File: src/rtl/hid_report_stream_if.sv
`default_nettype none
// ============================================================================
//  Module      : hid_report_stream_if
//  Description : Byte-wide interrupt-endpoint bus between the HID report
//                engine and the USB full-speed core.
//                IN  endpoint : ep_in_data / ep_in_valid (engine -> core),
//                               ep_in_ready (core -> engine)
//                OUT endpoint : ep_out_data / ep_out_valid (core -> engine)
//                Modports     : master = report engine, slave = USB core.
//  Revision    : 1.0 - initial release
// ============================================================================
interface hid_report_stream_if;
  logic [7:0] ep_in_data;
  logic       ep_in_valid;
  logic       ep_in_ready;
  logic [7:0] ep_out_data;
  logic       ep_out_valid;

  modport master (
    output ep_in_data,
    output ep_in_valid,
    input  ep_in_ready,
    input  ep_out_data,
    input  ep_out_valid
  );

  modport slave (
    input  ep_in_data,
    input  ep_in_valid,
    output ep_in_ready,
    output ep_out_data,
    output ep_out_valid
  );
endinterface
`default_nettype wire

File: src/rtl/hid_report_stream.sv
`default_nettype none
// ============================================================================
//  Module      : hid_report_stream
//  Description : HID report engine for NUM_PORTS controller ports.
//                IN path : shadows the controller payload vector and streams
//                          one framed report (ID byte + payload) per USB frame
//                          over the ep_in valid/ready handshake.
//                OUT path: collects a frame-aligned OUT report and turns it
//                          into per-port rumble enables, pulsing out_err on a
//                          bad report ID.
//  Ports       : clk, usb_rstn (async, active-low), sof, report_data,
//                report_update, ep (hid_report_stream_if.master),
//                rumble, in_busy, in_pkt_count, out_err
//  Options     : HID_RUMBLE_WATCHDOG_EN - clear rumble after
//                RUMBLE_TIMEOUT_FRAMES frames without a valid OUT report.
//  Revision    : 1.0 - initial release
// ============================================================================
module hid_report_stream #(
  parameter int         NUM_PORTS             = 4,
  parameter int         PORT_BYTES            = 9,
  parameter logic [7:0] IN_REPORT_ID          = 8'h21,
  parameter logic [7:0] OUT_REPORT_ID         = 8'h11,
  parameter int         RUMBLE_TIMEOUT_FRAMES = 16
) (
  input  wire logic                              clk,
  input  wire logic                              usb_rstn,
  input  wire logic                              sof,
  input  wire logic [NUM_PORTS*PORT_BYTES*8-1:0] report_data,
  input  wire logic                              report_update,
  hid_report_stream_if.master                    ep,
  output logic      [NUM_PORTS-1:0]              rumble,
  output logic                                   in_busy,
  output logic      [15:0]                       in_pkt_count,
  output logic                                   out_err
);

  localparam int PAY_BYTES = NUM_PORTS * PORT_BYTES;
  localparam int PAY_W     = PAY_BYTES * 8;
  localparam int IN_LEN    = 1 + PAY_BYTES;
  localparam int OUT_LEN   = 1 + NUM_PORTS;
  localparam int IDX_W     = $clog2(IN_LEN);
  localparam int SEL_N     = 2 ** IDX_W;
  localparam int OC_W      = $clog2(OUT_LEN + 1);

  localparam logic [IDX_W-1:0] c_last_idx = IDX_W'(IN_LEN - 1);
  localparam logic [OC_W-1:0]  c_out_len  = OC_W'(OUT_LEN);

  // Reject configurations outside the supported range at elaboration.
  generate
    if (NUM_PORTS < 1 || NUM_PORTS > 8 || PORT_BYTES < 1 || PORT_BYTES > 16 ||
        RUMBLE_TIMEOUT_FRAMES < 1) begin : g_bad_cfg
      $error("hid_report_stream: parameter out of range");
    end
  endgenerate

  // --------------------------------------------------------------------------
  // IN path
  // --------------------------------------------------------------------------
  typedef enum logic [0:0] {
    ST_IDLE = 1'b0,
    ST_SEND = 1'b1
  } state_t;

  state_t            r_state;
  logic [PAY_W-1:0]  r_shadow;
  logic [PAY_W-1:0]  r_snapshot;
  logic [IDX_W-1:0]  r_idx;
  logic              r_pending;
  logic [7:0]        r_in_data;
  logic              r_in_valid;
  logic              r_busy;
  logic [15:0]       r_pkt_count;

  // Snapshot viewed as bytes, byte 0 = port 0 MSB. Padded to a power of two
  // so the index register can address it without a range check.
  logic [7:0] w_snap_byte [SEL_N];

  generate
    for (genvar k = 0; k < SEL_N; k++) begin : g_snap_byte
      if (k < PAY_BYTES) begin : g_used
        assign w_snap_byte[k] = r_snapshot[PAY_W-1-8*k -: 8];
      end else begin : g_pad
        assign w_snap_byte[k] = 8'h00;
      end
    end
  endgenerate

  // r_idx is the report byte currently on ep_in_data; the byte after report
  // byte i is payload byte i, preloaded into r_in_data on acceptance.
  always_ff @(posedge clk or negedge usb_rstn) begin
    if (!usb_rstn) begin
      r_state     <= ST_IDLE;
      r_shadow    <= '0;
      r_snapshot  <= '0;
      r_idx       <= '0;
      r_pending   <= 1'b0;
      r_in_data   <= 8'h00;
      r_in_valid  <= 1'b0;
      r_busy      <= 1'b0;
      r_pkt_count <= 16'h0000;
    end else begin
      if (report_update) begin
        r_shadow <= report_data;
      end
      case (r_state)
        ST_IDLE: begin
          if (sof || r_pending) begin
            r_state    <= ST_SEND;
            // A coincident update bypasses the shadow so the packet carries it.
            r_snapshot <= report_update ? report_data : r_shadow;
            r_idx      <= '0;
            r_pending  <= 1'b0;
            r_in_data  <= IN_REPORT_ID;
            r_in_valid <= 1'b1;
            r_busy     <= 1'b1;
          end
        end
        ST_SEND: begin
          // Frames arriving mid-packet collapse into one pending request.
          if (sof) begin
            r_pending <= 1'b1;
          end
          if (r_in_valid && ep.ep_in_ready) begin
            if (r_idx == c_last_idx) begin
              r_state     <= ST_IDLE;
              r_in_valid  <= 1'b0;
              r_busy      <= 1'b0;
              r_pkt_count <= r_pkt_count + 16'd1;
            end else begin
              r_idx     <= r_idx + 1'b1;
              r_in_data <= w_snap_byte[r_idx];
            end
          end
        end
        default: begin
          r_state <= ST_IDLE;
        end
      endcase
    end
  end

  assign ep.ep_in_data  = r_in_data;
  assign ep.ep_in_valid = r_in_valid;
  assign in_busy        = r_busy;
  assign in_pkt_count   = r_pkt_count;

  // --------------------------------------------------------------------------
  // OUT path
  // --------------------------------------------------------------------------
  logic [OC_W-1:0]      r_out_cnt;
  logic [7:0]           r_out_id;
  logic [NUM_PORTS-1:0] r_out_bits;
  logic                 r_eval;
  logic                 r_out_err;
  logic [NUM_PORTS-1:0] r_rumble;

  logic            w_wr_en;
  logic [OC_W-1:0] w_wr_idx;
  logic            w_apply;

  // A byte arriving with sof is byte 0 of the new frame.
  assign w_wr_en  = ep.ep_out_valid && (sof || (r_out_cnt < c_out_len));
  assign w_wr_idx = sof ? '0 : r_out_cnt;
  assign w_apply  = r_eval && (r_out_id == OUT_REPORT_ID);

`ifdef HID_RUMBLE_WATCHDOG_EN
  localparam int WD_W = $clog2(RUMBLE_TIMEOUT_FRAMES + 1);
  localparam logic [WD_W-1:0] c_wd_max = WD_W'(RUMBLE_TIMEOUT_FRAMES);
  logic [WD_W-1:0] r_wd_cnt;
`endif

  always_ff @(posedge clk or negedge usb_rstn) begin
    if (!usb_rstn) begin
      r_out_cnt  <= '0;
      r_out_id   <= 8'h00;
      r_out_bits <= '0;
      r_eval     <= 1'b0;
      r_out_err  <= 1'b0;
      r_rumble   <= '0;
`ifdef HID_RUMBLE_WATCHDOG_EN
      r_wd_cnt   <= '0;
`endif
    end else begin
      if (sof) begin
        r_out_cnt <= ep.ep_out_valid ? OC_W'(1) : '0;
      end else if (w_wr_en) begin
        r_out_cnt <= r_out_cnt + 1'b1;
      end

      if (w_wr_en && (w_wr_idx == '0)) begin
        r_out_id <= ep.ep_out_data;
      end
      // Only bit 0 of each per-port byte matters.
      for (int k = 1; k < OUT_LEN; k++) begin
        if (w_wr_en && (w_wr_idx == OC_W'(k))) begin
          r_out_bits[k-1] <= ep.ep_out_data[0];
        end
      end

      r_eval    <= w_wr_en && (w_wr_idx == OC_W'(OUT_LEN - 1));
      r_out_err <= r_eval && (r_out_id != OUT_REPORT_ID);

`ifdef HID_RUMBLE_WATCHDOG_EN
      // A valid report on the terminal frame takes priority over the timeout.
      if (w_apply) begin
        r_rumble <= r_out_bits;
        r_wd_cnt <= '0;
      end else if (sof && (r_wd_cnt != c_wd_max)) begin
        r_wd_cnt <= r_wd_cnt + 1'b1;
        if (r_wd_cnt == c_wd_max - 1'b1) begin
          r_rumble <= '0;
        end
      end
`else
      if (w_apply) begin
        r_rumble <= r_out_bits;
      end
`endif
    end
  end

  assign rumble  = r_rumble;
  assign out_err = r_out_err;

endmodule
`default_nettype wire

File: src/flat_wrapper.sv
// flat-port wrapper written by rule: the top's interface ports become plain ports
module hid_report_stream_flat 
#(
  parameter int         NUM_PORTS             = 4,
  parameter int         PORT_BYTES            = 9,
  parameter logic [7:0] IN_REPORT_ID          = 8'h21,
  parameter logic [7:0] OUT_REPORT_ID         = 8'h11,
  parameter int         RUMBLE_TIMEOUT_FRAMES = 16
)
  (clk, usb_rstn, sof, report_data, report_update, rumble, in_busy, in_pkt_count, out_err, ep_ep_in_data, ep_ep_in_valid, ep_ep_in_ready, ep_ep_out_data, ep_ep_out_valid);
  hid_report_stream_if ep_i ();
  input  wire logic clk;
  input  wire logic usb_rstn;
  input  wire logic sof;
  input  wire logic [NUM_PORTS*PORT_BYTES*8-1:0] report_data;
  input  wire logic report_update;
  output logic      [NUM_PORTS-1:0] rumble;
  output logic in_busy;
  output logic      [15:0] in_pkt_count;
  output logic out_err;
  output wire logic [$bits(ep_i.ep_in_data)-1:0] ep_ep_in_data;
  output wire logic [$bits(ep_i.ep_in_valid)-1:0] ep_ep_in_valid;
  input wire logic [$bits(ep_i.ep_in_ready)-1:0] ep_ep_in_ready;
  input wire logic [$bits(ep_i.ep_out_data)-1:0] ep_ep_out_data;
  input wire logic [$bits(ep_i.ep_out_valid)-1:0] ep_ep_out_valid;
  assign ep_ep_in_data = ep_i.ep_in_data;
  assign ep_ep_in_valid = ep_i.ep_in_valid;
  assign ep_i.ep_in_ready = ep_ep_in_ready;
  assign ep_i.ep_out_data = ep_ep_out_data;
  assign ep_i.ep_out_valid = ep_ep_out_valid;
  hid_report_stream #(.NUM_PORTS(NUM_PORTS), .PORT_BYTES(PORT_BYTES), .IN_REPORT_ID(IN_REPORT_ID), .OUT_REPORT_ID(OUT_REPORT_ID), .RUMBLE_TIMEOUT_FRAMES(RUMBLE_TIMEOUT_FRAMES)) u_core (.clk(clk), .usb_rstn(usb_rstn), .sof(sof), .report_data(report_data), .report_update(report_update), .ep(ep_i), .rumble(rumble), .in_busy(in_busy), .in_pkt_count(in_pkt_count), .out_err(out_err));
endmodule
File: config.mk
export PLATFORM = sky130hd
export DESIGN_NAME = hid_report_stream_flat
export DESIGN_NICKNAME = d
export VERILOG_FILES = /design/src/rtl/hid_report_stream_if.sv /design/src/rtl/hid_report_stream.sv /design/src/flat_wrapper.sv
export SDC_FILE = /design/constraint.sdc
export NUM_CORES = 1
export LEC_CHECK = 0
export CAP_MARGIN = 20
export CORE_ASPECT_RATIO = 0.7
export CORE_MARGIN = 5
export CORE_UTILIZATION = 45
export CTS_BUF_LIST = sky130_fd_sc_hd__clkbuf_2 sky130_fd_sc_hd__clkbuf_4 sky130_fd_sc_hd__clkbuf_8
export DETAILED_ROUTE_END_ITERATION = 7
export PLACE_DENSITY = 0.67
export RECOVER_POWER = 25
export REMOVE_ABC_BUFFERS = 1
export SYNTH_ARGS = -nofsm -noshare
export SYNTH_HDL_FRONTEND = slang
export SYNTH_SLANG_ARGS = --single-unit
File: constraint.sdc
create_clock -name clk -period 2.8 [get_ports clk]
set_input_delay 0.42 -clock clk [delete_from_list [all_inputs] [get_ports clk]]
set_output_delay 0.42 -clock clk [all_outputs]
set_load 0.05 [all_outputs]
==> flow_metrics.tcl <==
set metrics [dict create \
    status "complete, but fails checks" \
    violations "max-capacitance violations, max-slew violations" \
    multiInputGateArea_um2 9720 \
    ys_ff_latch 630 \
    dieWidth_um 297 \
    dr.pass1.iters 5 \
    syn_inst 2263 \
    setup_tns_ns 0 \
    drt_iter0_markers 1087 \
    grt_max_degree 119 \
    post_drt_via_cell_ratio 5.14 \
    n_fill_cell 4753 \
    std_cell_rows 73 \
    fmax_mhz 379 \
    vias 17700 \
    cp_max_fo 33 \
    grt_pass1_vias 19100 \
    p_int_uw 17100 \
    seq_area_um2 15800 \
    hold_viol 0 \
    cp-start-kind "primary input" \
    drive_gt1_share_pct 16.7 \
    wl_per_cell_um 19.0 \
    area_growth_pct 25.5 \
    ys_seq_area_share_pct 60.6 \
    combPwrFrac_pct 20.7 \
    grt_usage_pct 21.0 \
    overflow 0 \
    h-tree-depth 3 \
    root_buffer "clkbuf_8" \
    cts.clk_slew.worst_paths_ns 0.06 \
    final_cell_mix "889 x nand2_1, 627 x dfrtp_1, 329 x clkdlybuf4s50_1" \
    start_util_pct 45.7 \
    gp_congestion 0.796 \
    finalInstanceArea_um2 32700 \
    antenna_found_initial 12 \
    die_height_um 211 \
    endpoint_kind "register" \
    maxCapViolCount 4 \
    cts.sinks 630 \
    hpwl_mm 44.9 \
    ant_nets 0 \
    cts_tree "done" \
    synthesis.area_um2 26000 \
    tightestPinTransition_ns 2.20 \
    synth_edf_count 0 \
    switching_share_pct 28.5 \
    synth.distinct_cells 43 \
    synth_largest_area_cell "dfrtp_1" \
    synthTopCellsByArea "dfrtp_1 61%, mux2_2 14%, nand2_1 13%, mux4_2 5.0%, clkbuf_1 1.4%" \
    yosysTopAreaCellShare_pct 60.6 \
    numCtsBuffers 94 \
    fin_nets 2925 \
    grt_setup_unrepaired "false" \
    grt_pass1_wl_mm 105 \
    io_pins 333 \
    avgSynthCellArea_um2 11.5 \
    synthFlopType "dfrtp_1" \
    hp-class "primary input to register" \
    setup_violations 0 \
    p_clk_share_pct 34.7 \
    powerDensity_nw_per_um2 733 \
    drcViolationCount 0 \
    power_frac_seq_pct 44.6 \
    slew_headroom_pct -46.8 \
    final_common_cell "nand2_1" \
    finClkSkew_ns 0.0180 \
    finalCriticalPeriod_ns 2.64 \
    yosysWarnings 0 \
    placed_area_um2 30600 \
    drv_slew 223 \
    crit_arrival_ns 3.20 \
    cts.path.max_buffers 3 \
    critical_path_class "primary input to register" \
    p_sw_uw 6820 \
    die_area_um2 62800 \
    worstPathRequired_ns 3.36 \
    clock_latency_ns 0.68 \
    p_leak_uw 0.0152 \
    peakVddDrop_mv 0.500 \
    core_region_area_um2 57000 \
    async_flop_share_pct 100 \
    fin_crit_sh_pct 94.2 \
    io_buffers 332 \
    drt-total-wl_mm 65.4 \
    whs_ns 0.221 \
]
## state kept, by name (all words and copies together), names as in the netlist
name	cells
u_core.ep.ep_in_data	8
u_core.ep.ep_in_valid	1
u_core.in_pkt_count	16
u_core.out_err	1
u_core.r_eval	1
u_core.r_idx	6
u_core.r_out_bits	4
u_core.r_out_cnt	3
u_core.r_out_id	8
u_core.r_pending	1
u_core.r_shadow	288
u_core.r_snapshot	288
u_core.r_state	1
u_core.rumble	4
## per-stage QoR
step | setup slack (ns) | cells | power [uW] | util (%)
after floorplan | -8.68 | 2131 | 13600 | -
after global placement | 0.0757 | 3272 | 15800 | 53.6
after detailed placement | 0.116 | 3272 | 15900 | 53.6
after CTS | 0.0859 | 3440 | 24300 | 57.4
after global routing | 0.0301 | 3444 | 25200 | 57.3
final | 0.161 | 3445 | 24000 | 57.3
## synth_stat cells (2+ instances only)
cell type	count
nor2b_1	23
xnor2_1	14
buf_1	11
o22ai_1	8
nor4_1	19
buf_2	21
and4_1	2
nand2b_1	6
a32oi_1	2
o21ai_1	2
buf_4	5
inv_1	11
nand2_1	889
nor3b_1	2
clkbuf_1	95
a2111oi_0	6
nor2_1	41
and3_1	4
a221oi_1	12
nor3_1	9
mux4_2	58
dfrtp_1	630
ha_1	4
a211oi_1	14
or3_1	2
nand4_1	4
o21ai_0	17
nor4b_1	2
mux2_2	313
mux2i_1	8
xor2_1	5
nand3_1	13
## layout make-up
type	instances	area share (%)
clock buffers	148	5.80
diodes	5	0.0383
multi-input cells	1490	29.7
repair buffers	392	12.4
flip-flops and latches	630	48.3
clock inverters	19	0.712
well taps	750	2.87
inverters	11	0.126
## cell families after synthesis
group | Yosys count | share of synthesized area (%)
AO/OA/AOI/OAI | 68 | 1.83
adder cells (fa/ha/maj) | 4 | 0.192
XOR/XNOR | 19 | 0.640
buffers and inverters | 143 | 2.24
AND/OR/NAND/NOR | 1020 | 15.6
flip-flops | 630 | 60.6
multiplexers | 379 | 18.9
## critical path, cell delays in order
cell and delay (ns):
buf_8 0.23, clkbuf_1 1.60, buf_4 0.40, mux2_1 0.36
nand2_1 0.08, nand2_1 0.06
## power groups by stage
| stage | Clock, uW | Sequential [uW] | Combinational (uW) |
|---|---|---|---|
| floorplan | 0 | 11100 | 2480 |
| global placement | 0 | 10800 | 5000 |
| detailed placement | 0 | 10900 | 5070 |
| CTS | 8530 | 10700 | 5100 |
| global route | 8960 | 10800 | 5460 |
| finish | 8300 | 10700 | 4970 |
## path summary, 6_finish.rpt
check | startpoint | end | slack, ns | depth (start not counted)
min | report_update | u_core.r_shadow[73] | 0.22 | 2
max | report_update | u_core.r_snapshot[153] | 0.16 | 6
max reg2reg | u_core.r_idx[2] | u_core.ep.ep_in_data[1] | 0.17 | 6
max in group asynchronous | usb_rstn | u_core.r_snapshot[147] | 0.43 | 3
min reg2reg | u_core.r_snapshot[281] | u_core.r_snapshot[281] | 0.47 | 2
min in group asynchronous | usb_rstn | u_core.r_shadow[73] | 0.91 | 2
## metal layers
layer,up-vias,part of all wire [%],global-route usage [%]
met5,-,0.12,0
met2,453,46,33.2
met1,8889,45,28.6
li1,8226,-,-
met4,14,2.0,5.46
met3,123,6.8,6.74
## repair_timing
action                                 CTS  global route
endpoints found under the hold margin   39             0
gates resized for setup                  0             2
hold buffers                             1             0
setup endpoints to repair                0             2
setup buffers                            0             0
No activity file was read; power rests on OpenSTA's default activity.
